<file path="src/rtl/uart_rx.sv">
// ---------------------------------------------------------------------------
// uart_rx -- oversampling UART receiver with valid/ready byte output.
//
// The raw line is brought into the clk domain through a two-flop
// synchroniser. A falling edge on the synchronised line arms a start-bit
// check at mid-bit. Each data bit, the optional parity bit and the stop bit
// are then sampled one bit period apart, so every sample lands mid-bit.
// Each completed byte is held on data_rx with its error flags until it is
// accepted with valid && ready. If a new byte arrives before acceptance,
// the held byte is replaced and overrun is raised.
//
// Parameters:
//   CLKS_PER_BIT  clock cycles per bit period (>= 4)
//   BITS_N        data bits per frame, LSB first (5..9)
//   PARITY_TYPE   0 = none, 1 = odd, 2 = even
//
// Ports:
//   clk         system clock
//   rst         asynchronous, active-high reset
//   uart_in     raw serial line, idle high, asynchronous to clk
//   data_rx     received data word
//   valid       data_rx and the flags hold a byte not yet accepted
//   ready       consumer accepts on a cycle with valid && ready
//   parity_err  parity mismatch on the held byte (always 0 without parity)
//   frame_err   stop bit was sampled low on the held byte
//   overrun     a byte was overwritten before it was accepted
// ---------------------------------------------------------------------------
module uart_rx #(
    parameter int CLKS_PER_BIT = 434,
    parameter int BITS_N       = 8,
    parameter int PARITY_TYPE  = 0
) (
    input  logic              clk,
    input  logic              rst,
    input  logic              uart_in,
    output logic [BITS_N-1:0] data_rx,
    output logic              valid,
    input  logic              ready,
    output logic              parity_err,
    output logic              frame_err,
    output logic              overrun
);

    localparam int CNT_W = $clog2(CLKS_PER_BIT);
    localparam int IDX_W = $clog2(BITS_N);

    localparam logic [CNT_W-1:0] BIT_LAST   = CNT_W'(CLKS_PER_BIT - 1);
    localparam logic [CNT_W-1:0] HALF_LAST  = CNT_W'(CLKS_PER_BIT / 2 - 1);
    localparam logic [IDX_W-1:0] IDX_LAST   = IDX_W'(BITS_N - 1);
    localparam logic             HAS_PARITY = (PARITY_TYPE != 0);
    // Odd parity requires the XOR over data and parity bit to be 1.
    localparam logic             PARITY_ODD = (PARITY_TYPE == 1);

    typedef enum logic [2:0] {
        S_WAIT_IDLE,
        S_IDLE,
        S_START,
        S_DATA,
        S_PARITY,
        S_STOP
    } state_t;

    state_t              state_q;
    logic [1:0]          sync_q;
    logic [CNT_W-1:0]    cnt_q;
    logic [IDX_W-1:0]    idx_q;
    logic [BITS_N-1:0]   shift_q;
    logic                par_bad_q;     // parity result of the frame in flight
    logic                stop_q;        // sampled stop bit of the frame in flight
    logic                done_q;        // one-cycle pulse: frame just finished
    logic [BITS_N-1:0]   data_rx_q;
    logic                valid_q;
    logic                parity_err_q;
    logic                frame_err_q;
    logic                overrun_q;

    logic rx_s;
    logic accept;

    assign rx_s   = sync_q[1];
    assign accept = valid_q && ready;

    // NOTE: every register below is updated with non-blocking assignments in
    // one clocked block, so each branch reads the values from before the edge.
    always_ff @(posedge clk or posedge rst) begin
        if (rst) begin
            // NOTE: synchroniser flops reset to the idle-high line level, so
            // the receiver never sees a phantom falling edge out of reset.
            sync_q       <= 2'b11;
            state_q      <= S_WAIT_IDLE;
            cnt_q        <= '0;
            idx_q        <= '0;
            shift_q      <= '0;
            par_bad_q    <= 1'b0;
            stop_q       <= 1'b1;
            done_q       <= 1'b0;
            data_rx_q    <= '0;
            valid_q      <= 1'b0;
            parity_err_q <= 1'b0;
            frame_err_q  <= 1'b0;
            overrun_q    <= 1'b0;
        end else begin
            sync_q <= {sync_q[0], uart_in};
            done_q <= 1'b0;

            case (state_q)
                // Stay here until the line is seen high, so a line stuck low
                // after reset or after a framing error cannot start a frame.
                S_WAIT_IDLE: begin
                    if (rx_s) begin
                        state_q <= S_IDLE;
                    end
                end

                S_IDLE: begin
                    if (!rx_s) begin
                        state_q <= S_START;
                        cnt_q   <= '0;
                    end
                end

                // Re-check the start bit at mid-bit; a high line here was a
                // glitch and is dropped without any flag.
                S_START: begin
                    if (cnt_q == HALF_LAST) begin
                        cnt_q   <= '0;
                        idx_q   <= '0;
                        state_q <= rx_s ? S_IDLE : S_DATA;
                    end else begin
                        cnt_q <= cnt_q + CNT_W'(1);
                    end
                end

                S_DATA: begin
                    if (cnt_q == BIT_LAST) begin
                        cnt_q   <= '0;
                        shift_q <= {rx_s, shift_q[BITS_N-1:1]};
                        if (idx_q == IDX_LAST) begin
                            state_q <= HAS_PARITY ? S_PARITY : S_STOP;
                        end else begin
                            idx_q <= idx_q + IDX_W'(1);
                        end
                    end else begin
                        cnt_q <= cnt_q + CNT_W'(1);
                    end
                end

                S_PARITY: begin
                    if (cnt_q == BIT_LAST) begin
                        cnt_q     <= '0;
                        par_bad_q <= ((^shift_q) ^ rx_s) != PARITY_ODD;
                        state_q   <= S_STOP;
                    end else begin
                        cnt_q <= cnt_q + CNT_W'(1);
                    end
                end

                // The stop sample is at mid-bit, leaving half a bit of margin
                // to re-arm for a back-to-back start bit.
                S_STOP: begin
                    if (cnt_q == BIT_LAST) begin
                        cnt_q   <= '0;
                        stop_q  <= rx_s;
                        done_q  <= 1'b1;
                        state_q <= rx_s ? S_IDLE : S_WAIT_IDLE;
                    end else begin
                        cnt_q <= cnt_q + CNT_W'(1);
                    end
                end

                default: state_q <= S_WAIT_IDLE;
            endcase

            // Output holding register. A completing byte always wins; it
            // counts as an overrun only if the held byte is not leaving now.
            if (done_q) begin
                data_rx_q    <= shift_q;
                valid_q      <= 1'b1;
                parity_err_q <= HAS_PARITY && par_bad_q;
                frame_err_q  <= !stop_q;
                overrun_q    <= valid_q && !ready;
            end else if (accept) begin
                valid_q      <= 1'b0;
                parity_err_q <= 1'b0;
                frame_err_q  <= 1'b0;
                overrun_q    <= 1'b0;
            end
        end
    end

    assign data_rx    = data_rx_q;
    assign valid      = valid_q;
    assign parity_err = parity_err_q;
    assign frame_err  = frame_err_q;
    assign overrun    = overrun_q;

endmodule
</file>
<file path="config.mk">
export PLATFORM = sky130hd
export DESIGN_NAME = uart_rx
export DESIGN_NICKNAME = d
export VERILOG_FILES = /design/src/rtl/uart_rx.sv
export SDC_FILE = /design/constraint.sdc
export NUM_CORES = 1
export LEC_CHECK = 0
export ABC_AREA = 1
export BUFFER_PORTS_ARGS = -buffer_cell sky130_fd_sc_hd__buf_2
export CAP_MARGIN = 20
export CELL_PAD_IN_SITES_DETAIL_PLACEMENT = 1
export CELL_PAD_IN_SITES_GLOBAL_PLACEMENT = 1
export CORE_MARGIN = 5
export CORE_UTILIZATION = 45
export DETAILED_ROUTE_END_ITERATION = 12
export PLACE_DENSITY = 0.88
export SYNTH_ARGS = -nofsm -noshare
export SYNTH_HDL_FRONTEND = slang
export SYNTH_SLANG_ARGS = --single-unit
export TNS_END_PERCENT = 5
</file>
<file path="constraint.sdc">
create_clock -name clk -period 3.2 [get_ports clk]
set_input_delay 0.64 -clock clk [delete_from_list [all_inputs] [get_ports clk]]
set_output_delay 0.64 -clock clk [all_outputs]
set_load 0.05 [all_outputs]
</file>
==> flow_summary_export.csv <==
group,metric,value,unit
drt,ant_nets,0,
yosys,ys_types,33,
place,gp_congestion,0.864,
worst_setup_path,cp.buffers_inverters,1,
worst_setup_path,arrival,950,ps
clock_network,cts_setup_buffers,0,
worst_setup_path,setup.worst_path.end_class,"primary output",
sta,drv_slew,0,
worst_setup_path,rrSetupSlack,1670,ps
worst_setup_path,critPathTopFamily,"flip-flops",
die,die_w,76.3,um
min_path,hold_class,"register to register",
sta,setup_viol,0,
worst_setup_path,crit_fanout,3,
sta,finalCriticalPeriod,1590,ps
yosys,synthesis.area,1980,um2
sta,setup_tns,0,ps
worst_setup_path,crit_path_cell_trace,"buf_2",
clock_network,path_clk_slew,80,ps
yosys,yosysTopAreaCellShare,0.442,
drt,drtIter0Drc,59,
layout,n_antenna_cell,0,
yosys,synth-seq-area-share,0.482,
clock_network,clk_path_buf_depth,2,
clock_network,root_buffer,"clkbuf_8",
die,rows,24,
sta,setup_ws,1610,ps
die,fp.dieArea,5830,um2
die,die-height,76.3,um
power,power.density,707,nW/um2
sta,fmaxAchievable,631,MHz
grt,grt_pass1_wl,7450,um
yosys,ys_top_cells_by_area,"dfrtp_1, nand2_1, dfstp_2, inv_1, ha_1",
drt,dr.pass1.iters,4,
sta,rsz0062_at_grt,"false",
place,port_buffers,14,
sta,hold_violations,0,
yosys,ys_ff_latch,38,
drt,wl_per_cell,13.2,um
worst_setup_path,critPathCapture,"valid",
sta,fin_crit_sh,0.495,
clock_network,cts.sinks,38,
worst_setup_path,ff2ff_path_depth,8,
layout,syn2layout_area_growth,11.4,%
worst_setup_path,cp_data_required_time,2560,ps
run,cap_viol_max_count,0,
grt,antenna_found_initial,0,
clock_network,clock_latency,290,ps
place,dpl.hpwl,3000,um
yosys,synth_nets,242,
drt,drt-vias-per-instance,4.98,
layout,post-route-util,0.510,
clock_network,cts-hold-fix-buffers,0,
grt,grt_max_degree,39,
die,io_pins,16,
worst_setup_path,critPathSlowestCell,"dfrtp_1",
place,postPlaceCellArea,2090,um2
die,start_util,0.458,
yosys,yosys.area.top_type,"dfrtp_1",
yosys,synth-warning-count,0,
worst_setup_path,cp_num_cells,1,
grt,grt_pass1_vias,1610,
worst_setup_path,r2r-end,"idx_q[2]",
worst_setup_path,reg2reg_from,"idx_q[0]",
clock_network,cts_tree,"done",
clock_network,cts_resized,0,
layout,final_common_cell,"nand2_1",
layout,layout_common_cells,"nand2_1, dfrtp_1, inv_1",
layout,layout.nets,260,
power,ir_drop,298,uV
drt,drcViolationCount,0,
place,dpl_worst_slack,1670,ps
worst_setup_path,start_kind,"register",
drt,vias,1515,
status,status,"finished clean",
worst_setup_path,crit_type,"register to primary output",
yosys,avgSynthCellArea,8.50,um2
yosys,syn_inst,233,
grt,track_usage,0.154,
worst_setup_path,cp_slowest_stage_delay,380,ps
drt,routed_wl,4010,um
worst_setup_path,crit_start,"valid",
layout,drive_above_1_share,0.234,
die,design.core.area,4320,um2
power,p_leak,1.12,nW
layout,fin_area,2210,um2
clock_network,htreeDepth,2,
grt,overflow,0,
clock_network,cts_buffers,5,
layout,fillCellCount,533,
sta,skew,8.46,ps
sequential cells by signal (all words and copies together) (netlist names):
name / flops
shift_q: 8
cnt_q: 9
overrun: 1
valid: 1
stop_q: 1
data_rx: 8
sync_q: 2
idx_q: 3
done_q: 1
state_q: 3
frame_err: 1
worst min path at each step:
stage	startpoint	end	slack (ps)	cells past startpoint
2_1_floorplan	sync_q[0]	sync_q[1]	350	0
3_3_place_gp	sync_q[0]	sync_q[1]	350	0
3_5_place_dp	sync_q[0]	sync_q[1]	350	0
4_1_cts	sync_q[0]	sync_q[1]	360	0
5_1_grt	sync_q[0]	sync_q[1]	360	0
6_report	sync_q[0]	sync_q[1]	360	0
cell families after synthesis:
kind of cell               Yosys count  synth area share
AOI/OAI and AO/OA                   24            0.0840
xor gates and xnor gates             3            0.0133
adders and majority gates            5            0.0316
DFF                                 38             0.482
and+or+nand+nor                    133             0.321
buffers and inverters               29            0.0663
other                                1           0.00189
per-layer routing:
metal	track usage	share of wire
met1	0.185	0.45
met2	0.265	0.50
met3	0.0414	0.038
met4	0.0507	0.015
met5	0	0
report_power, final:
group | leakage [nW] | internal (mW) | switching [mW] | total [mW]
logic | 0.557 | 0.174 | 0.362 | 0.536
registers | 0.509 | 0.536 | 0.0817 | 0.618
clock network | 0.0504 | 0.232 | 0.174 | 0.406
total | 1.12 | 0.942 | 0.618 | 1.56
synthesized netlist by cell type:
| library cell | n |
|---|---|
| inv_6 | 1 |
| o21ai_1 | 1 |
| a21oi_2 | 1 |
| dfrtp_1 | 35 |
| conb_1 | 1 |
| nand3_1 | 11 |
| nand3b_1 | 3 |
| xnor2_1 | 1 |
| a21oi_1 | 2 |
| nand3_4 | 2 |
| o21a_1 | 1 |
| dfstp_2 | 3 |
| nand3_2 | 1 |
| clkbuf_1 | 1 |
| buf_6 | 1 |
| nor2_2 | 4 |
| nand2_1 | 81 |
| nand2_4 | 4 |
| xor2_1 | 2 |
| o31ai_1 | 1 |
| nor3_1 | 2 |
| buf_4 | 2 |
| o21ai_0 | 10 |
| nand2_2 | 7 |
| clkinv_2 | 2 |
| nor2_1 | 15 |
| o21ai_2 | 7 |
| ha_1 | 5 |
| nor2_4 | 2 |
| inv_2 | 1 |
| o21ai_4 | 1 |
| nand4_1 | 1 |
| inv_1 | 21 |
stage by stage:
| step | cells | power, mW | hold slack, ps |
|---|---|---|---|
| 5_1_grt | 304 | 1.69 | 364 |
| 3_5_place_dp | 296 | 1.16 | 351 |
| 6_report | 304 | 1.56 | 359 |
| 3_3_place_gp | 296 | 1.14 | 346 |
| 4_1_cts | 304 | 1.58 | 361 |
| 2_1_floorplan | 233 | 1.04 | 345 |
cell type report:
cell class                 instances  area [um2]  area share
clock buffer                       5        68.8      0.0312
clock inverter                     3        45.0      0.0204
inverter                          25         101      0.0459
multi-input combinational        166         895       0.405
sequential                        38         955       0.433
tap                               52        65.1      0.0295
timing repair buffer              15        77.6      0.0351
worst reg2reg max path, stage by stage (launching register included):
cell     delay (ps)
dfrtp_1         410
ha_1            210
ha_1            180
nor2_1          170
inv_1            80
nand2_1         160
nand2_2         110
nand2_1          60
nand2_1          50
Note: power is estimated with default switching activity, not from simulation.
